<file path="src/rtl/freq_meter_pkg.sv">
// Shared types and constants for the frequency meter measurement path.
package freq_meter_pkg;

  typedef enum logic [2:0] {
    IDLE,
    CLEAR,
    ARM,
    GATE,
    LATCH,
    CONV,
    HOLD
  } meas_state_e;

  typedef enum logic {
    MODE_FREQ   = 1'b0,
    MODE_PERIOD = 1'b1
  } meas_mode_e;

  typedef enum logic [1:0] {
    REQ_AUTO     = 2'b00,
    REQ_FREQ     = 2'b01,
    REQ_PERIOD   = 2'b10,
    REQ_AUTO_ALT = 2'b11
  } mode_req_e;

  localparam int unsigned DEF_LOW_THRESH  = 10;
  localparam int unsigned DEF_HIGH_THRESH = 1000;

  function automatic logic req_is_auto(input mode_req_e req);
    return (req == REQ_AUTO) || (req == REQ_AUTO_ALT);
  endfunction

  function automatic meas_mode_e resolve_mode(input mode_req_e req, input meas_mode_e auto_mode);
    case (req)
      REQ_FREQ:   return MODE_FREQ;
      REQ_PERIOD: return MODE_PERIOD;
      default:    return auto_mode;
    endcase
  endfunction

endpackage

</file>
<file path="src/rtl/sig_edge_sync.sv">
// Two-flop synchronizer with a registered rising-edge pulse; the pulse
// appears three clocks after the asynchronous input rises.
module sig_edge_sync (
  input  logic clk,
  input  logic rst,
  input  logic async_in,
  output logic rise_pulse
);

  logic meta_q, meta_d;
  logic sync_q, sync_d;
  logic prev_q, prev_d;
  logic rise_q, rise_d;

  always_comb begin
    meta_d = async_in;
    sync_d = meta_q;
    prev_d = sync_q;
    rise_d = sync_q & ~prev_q;
  end

  always_ff @(posedge clk or posedge rst) begin
    if (rst) begin
      meta_q <= 1'b0;
      sync_q <= 1'b0;
      prev_q <= 1'b0;
      rise_q <= 1'b0;
    end else begin
      meta_q <= meta_d;
      sync_q <= sync_d;
      prev_q <= prev_d;
      rise_q <= rise_d;
    end
  end

  assign rise_pulse = rise_q;

endmodule

</file>
<file path="src/rtl/meas_sequencer.sv">
// Measurement sequencer: steps the external counter through clear/gate/latch,
// hands counts to the conversion unit and holds each result for the display.
module meas_sequencer
  import freq_meter_pkg::*;
#(
  parameter int unsigned GATE_TICKS    = 1600000,
  parameter int unsigned TIMEOUT_TICKS = 32000000,
  parameter int unsigned CNT_W         = 20,
  parameter int unsigned LOW_THRESH    = DEF_LOW_THRESH,
  parameter int unsigned HIGH_THRESH   = DEF_HIGH_THRESH
) (
  input  logic             clk_16MHZ,
  input  logic             rst,
  input  logic             sig_in,
  input  logic             run,
  input  logic [1:0]       mode_req,
  input  logic [CNT_W-1:0] cnt_val,
  input  logic             cnt_ovf,
  output logic             cnt_clr,
  output logic             cnt_en,
  output logic             cnt_sel,
  output logic             conv_start,
  output logic             conv_mode,
  input  logic             conv_done,
  output logic [CNT_W-1:0] meas_count,
  output logic             result_valid,
  input  logic             result_ack,
  output logic             meas_mode,
  output logic             no_signal,
  output logic             overflow,
  output logic             busy
);

  localparam int unsigned TICK_MAX = (GATE_TICKS > TIMEOUT_TICKS) ? GATE_TICKS : TIMEOUT_TICKS;
  localparam int unsigned TW       = $clog2(TICK_MAX + 1);

  localparam logic [TW-1:0]    TICK_SAT     = TW'(TICK_MAX);
  localparam logic [TW-1:0]    GATE_LAST    = TW'(GATE_TICKS - 1);
  localparam logic [TW-1:0]    TIMEOUT_LAST = TW'(TIMEOUT_TICKS - 1);
  localparam logic [CNT_W-1:0] LOW_LIM      = CNT_W'(LOW_THRESH);
  localparam logic [CNT_W-1:0] HIGH_LIM     = CNT_W'(HIGH_THRESH);

  meas_state_e      state_q, state_d;
  logic [TW-1:0]    tick_q, tick_d;
  mode_req_e        req_q, req_d;
  meas_mode_e       auto_mode_q, auto_mode_d;
  meas_mode_e       meas_mode_q, meas_mode_d;
  logic [CNT_W-1:0] meas_count_q, meas_count_d;
  logic             overflow_q, overflow_d;
  logic             no_signal_q, no_signal_d;
  logic             sig_rise;

  sig_edge_sync u_sig_sync (
    .clk        (clk_16MHZ),
    .rst        (rst),
    .async_in   (sig_in),
    .rise_pulse (sig_rise)
  );

  always_comb begin
    state_d      = state_q;
    tick_d       = (tick_q == TICK_SAT) ? tick_q : tick_q + 1'b1;
    req_d        = req_q;
    auto_mode_d  = auto_mode_q;
    meas_mode_d  = meas_mode_q;
    meas_count_d = meas_count_q;
    overflow_d   = overflow_q;
    no_signal_d  = no_signal_q;

    unique case (state_q)
      IDLE: begin
        if (run) begin
          req_d       = mode_req_e'(mode_req);
          meas_mode_d = resolve_mode(mode_req_e'(mode_req), auto_mode_q);
          state_d     = CLEAR;
        end
      end

      CLEAR: begin
        tick_d  = '0;
        state_d = (meas_mode_q == MODE_PERIOD) ? ARM : GATE;
      end

      // ARM and period GATE share the edge-wait; the edge wins over a same-cycle timeout
      ARM, GATE: begin
        if (state_q == GATE && meas_mode_q == MODE_FREQ) begin
          if (tick_q >= GATE_LAST) state_d = LATCH;
        end else if (sig_rise) begin
          tick_d  = '0;
          state_d = (state_q == ARM) ? GATE : LATCH;
        end else if (tick_q >= TIMEOUT_LAST) begin
          no_signal_d  = 1'b1;
          meas_count_d = '0;
          overflow_d   = 1'b0;
          state_d      = HOLD;
        end
      end

      LATCH: begin
        meas_count_d = cnt_val;
        overflow_d   = cnt_ovf;
        no_signal_d  = 1'b0;
        if (req_is_auto(req_q)) begin
          if (meas_mode_q == MODE_FREQ && cnt_val < LOW_LIM)
            auto_mode_d = MODE_PERIOD;
          else if (meas_mode_q == MODE_PERIOD && (cnt_val < HIGH_LIM || cnt_ovf))
            auto_mode_d = MODE_FREQ;
        end
        state_d = CONV;
      end

      CONV: begin
        if (conv_done) state_d = HOLD;
      end

      HOLD: begin
        if (result_ack) begin
          if (run) begin
            meas_mode_d = resolve_mode(req_q, auto_mode_q);
            state_d     = CLEAR;
          end else begin
            state_d = IDLE;
          end
        end
      end

      default: state_d = IDLE;
    endcase
  end

  always_ff @(posedge clk_16MHZ or posedge rst) begin
    if (rst) begin
      state_q      <= IDLE;
      tick_q       <= '0;
      req_q        <= REQ_AUTO;
      auto_mode_q  <= MODE_FREQ;
      meas_mode_q  <= MODE_FREQ;
      meas_count_q <= '0;
      overflow_q   <= 1'b0;
      no_signal_q  <= 1'b0;
    end else begin
      state_q      <= state_d;
      tick_q       <= tick_d;
      req_q        <= req_d;
      auto_mode_q  <= auto_mode_d;
      meas_mode_q  <= meas_mode_d;
      meas_count_q <= meas_count_d;
      overflow_q   <= overflow_d;
      no_signal_q  <= no_signal_d;
    end
  end

  assign cnt_clr      = (state_q == CLEAR);
  assign cnt_en       = (state_q == GATE);
  assign conv_start   = (state_q == LATCH);
  assign result_valid = (state_q == HOLD);
  assign busy         = (state_q != IDLE);
  assign cnt_sel      = meas_mode_q;
  assign conv_mode    = meas_mode_q;
  assign meas_mode    = meas_mode_q;
  assign meas_count   = meas_count_q;
  assign overflow     = overflow_q;
  assign no_signal    = no_signal_q;

endmodule
</file>
<file path="config.mk">
export PLATFORM = sky130hd
export DESIGN_NAME = meas_sequencer
export DESIGN_NICKNAME = d
export VERILOG_FILES = /design/src/rtl/freq_meter_pkg.sv /design/src/rtl/sig_edge_sync.sv /design/src/rtl/meas_sequencer.sv
export SDC_FILE = /design/constraint.sdc
export NUM_CORES = 1
export LEC_CHECK = 0
export ABC_AREA = 1
export BUFFER_PORTS_ARGS = -buffer_cell sky130_fd_sc_hd__buf_2
export CORE_UTILIZATION = 45
export CTS_BUF_LIST = sky130_fd_sc_hd__clkbuf_8
export DETAILED_ROUTE_END_ITERATION = 10
export PLACE_DENSITY = 0.67
export RECOVER_POWER = 50
export SKIP_LAST_GASP = 1
export SLEW_MARGIN = 5
export SYNTH_ARGS = -nofsm -noshare
export SYNTH_HDL_FRONTEND = slang
export SYNTH_SLANG_ARGS = --single-unit
</file>
<file path="constraint.sdc">
create_clock -name clk_16MHZ -period 4.08 [get_ports clk_16MHZ]
set_input_delay 0.408 -clock clk_16MHZ [delete_from_list [all_inputs] [get_ports clk_16MHZ]]
set_output_delay 0.408 -clock clk_16MHZ [all_outputs]
set_load 0.005 [all_outputs]
</file>
==> impl_metrics.py <==
metrics = {
    "synthesis": {
        "synth_area_per_cell_um2": 7.21,
        "ys_seq_area_frac": 0.442,
        "synth_cell_types": 32,
        "netlist_area_um2": 3280,
        "synth_nets": 488,
        "ys_warn_count": 0,
        "syn_inst": 455,
        "ys_ff_latch": 58,
    },
    "worst_hold_path": {
        "min-delay-start": "sig_in",
        "hold_class": "in -> reg",
    },
    "global_route": {
        "grt_max_degree": 33,
        "first_global_vias": 2791,
        "antenna_found_initial": 0,
        "grt_usage": 0.218,
        "grt_pass1_wl_mm": 13.0,
        "grt_util_met3": 0.0360,
        "use_met1": 0.316,
        "grt_most_used_layer": "met2",
        "grt_util_met2": 0.327,
        "grt_overflow": 0,
    },
    "critical_path": {
        "startpoint": "rst",
        "cp_max_fo": 32,
        "crit_chain": "buf_2 > inv_1 > clkbuf_1",
        "timing.rr.start": "state_q[2]",
        "slowest_delay_ns": 1.31,
        "slowest_stage": "clkbuf_1",
        "crit_arrival_ns": 2.61,
        "path_class": "in -> async",
        "startpoint_type": "input port",
        "crit_required_ns": 4.20,
        "cp-end-kind": "async pin",
    },
    "final_layout": {
        "final_nets": 550,
        "area_growth_pct": 15.9,
        "layout_common_cells": "nand2_1 (142), nor2_1 (76), dfrtp_1 (58)",
        "n_fill_cell": 688,
        "final_common_cell": "nand2_1",
        "utilization": 0.551,
        "layout-drive-gt1-share": 0.179,
        "seqCellArea_um2": 1450,
        "diodes": 0,
        "multiInputGateArea_um2": 1590,
    },
    "cts": {
        "root_buffer": "clkbuf_8",
        "cts_tree": "yes",
        "insertion_delay_ns": 0.33,
        "htreeDepth": 3,
        "cts_buffers": 9,
        "cts-hold-fix-buffers": 0,
        "clkTransAtPathRegs_ns": 0.07,
        "cts_buffer_depth": 2,
        "cts_resized": 0,
        "postCtsSetupBuffers": 0,
        "cts.sinks": 58,
    },
    "die": {
        "ios": 59,
        "num_rows": 30,
        "start_util": 0.475,
        "die_y_um": 87.4,
        "core_um2": 6910,
        "dieWidth_um": 87.4,
        "die_area_um2": 7640,
    },
    "power_and_ir_drop": {
        "combPwrFrac": 0.373,
        "internal_power_mw": 1.21,
        "ir_worst_vdd_v": 0.000315,
        "swShare": 0.401,
        "leakage_nw": 1.89,
        "p_sw_uw": 810,
        "seq_power_share": 0.397,
        "power_mw": 2.02,
        "clockPowerShare": 0.230,
        "powerDensity_nw_per_um2": 532,
    },
    "sta": {
        "skew_ns": 0.0121,
        "max_freq_mhz": 403,
        "rsz0062_at_grt": "false",
        "finalCriticalPeriod_ns": 2.48,
        "finalHoldViolCount": 0,
        "tightestPinTransition_ns": 1.70,
        "fin_ws_ns": 1.60,
        "tns_ns": 0,
        "setup_viol": 0,
        "slew_viol_final": 33,
        "fin_crit_sh": 0.609,
        "slew_headroom": -0.134,
    },
    "drt": {
        "ant_nets": 0,
        "dr.pass1.iters": 4,
        "wl_mm": 7.79,
        "wl_per_cell_um": 12.6,
        "drt_iter0_markers": 217,
        "num_vias": 3075,
        "routed_via_density": 4.98,
        "drc": 0,
    },
    "status": {
        "violations": "max-capacitance violations, max-slew violations",
        "status": "finished, violations left",
    },
    "place": {
        "place_ws_ns": 2.06,
        "port_buffers": 58,
        "place.gp.congestion": 0.915,
        "dpl.hpwl_mm": 5.84,
    },
    "flow_run": {
        "drv_cap": 1,
    },
}
## per-stage QoR
stage	instances	area, um2	hold slack, ns
CTS	617	3810	0.164
floorplan	455	3280	0.331
global placement	602	3650	0.344
finish	617	3800	0.181
detailed placement	602	3650	0.346
global route	617	3800	0.161
## kinds of logic after synthesis
| kind of cell | synth area share |
|---|---|
| compound gates | 0.0648 |
| xor+xnor | 0.0214 |
| fa+ha+maj | 0.0153 |
| buf+inv | 0.0744 |
| flops | 0.442 |
| mux | 0.00648 |
| simple gates | 0.375 |
## flip-flops by register name (all words and copies together), names as in the netlist
| register | cells |
|---|---|
| no_signal | 1 |
| u_sig_sync.prev_q | 1 |
| meas_count | 20 |
| u_sig_sync.prev_d | 1 |
| auto_mode_q | 1 |
| u_sig_sync.meta_q | 1 |
| u_sig_sync.rise_pulse | 1 |
| state_q | 3 |
| overflow | 1 |
| cnt_sel | 1 |
| tick_q | 25 |
| req_q | 2 |
## cell usage after synthesis
library cell    n  area share
nand2_1       142        0.16
nor2_1         76       0.087
dfrtp_1        58        0.44
inv_1          40       0.046
o21ai_0        20       0.031
nand3_1        19       0.029
a21oi_1        17       0.026
nand4_1        14       0.027
nor3_1         14       0.021
inv_2           8      0.0092
xor2_1          8       0.021
ha_1            4       0.015
nand2_2         4      0.0076
nor2_2          4      0.0076
buf_2           3      0.0046
buf_4           2      0.0046
buf_6           2      0.0069
clkbuf_1        2      0.0023
nand3_2         2      0.0061
nor2_4          2      0.0069
nor3b_1         2      0.0046
or2_2           2      0.0038
a31oi_1         1      0.0019
clkinv_1        1      0.0011
mux2_2          1      0.0034
mux2i_1         1      0.0031
nand3_4         1      0.0053
nand4_2         1      0.0038
nor3_2          1      0.0031
o211ai_1        1      0.0023
o21ai_1         1      0.0015
o221ai_1        1      0.0027
## final timing paths
path	to	slack (ns)	depth (start not counted)
min	u_sig_sync.meta_q	0.18	1
min reg2reg	u_sig_sync.prev_d	0.36	0
max reg2reg	tick_q[5]	2.08	7
min in group asynchronous	tick_q[14]	0.35	2
max	meas_count[11]	1.60	3
max in group clk_16MHZ	conv_start	2.07	5
## worst max-delay path: cells and delay by family
family	cells	cell delay, ns
buffers and inverters	3	2.19
## power by group through the flow
stage / logic, mW / clock network, mW / registers (mW)
finish: 0.755 / 0.465 / 0.802
detailed placement: 0.773 / 0 / 0.807
global route: 0.869 / 0.501 / 0.816
global placement: 0.756 / 0 / 0.805
floorplan: 0.556 / 0 / 0.804
CTS: 0.773 / 0.479 / 0.799
## metal layers
metal,part of all wire,wire (um),vias to the layer above
met5,0,0,-
met4,0.016,128,0
met3,0.042,324,12
met2,0.46,3580,76
met1,0.48,3750,1420
li1,-,-,1567
## final cells by class
| cell class | instances | area share |
|---|---|---|
| clock buffer | 10 | 0.0362 |
| clock inverter | 5 | 0.00823 |
| inverter | 49 | 0.0484 |
| multi-input combinational | 339 | 0.417 |
| sequential | 58 | 0.382 |
| tap | 96 | 0.0316 |
| timing repair buffer | 60 | 0.0770 |
(Power assumes the default switching activity.)
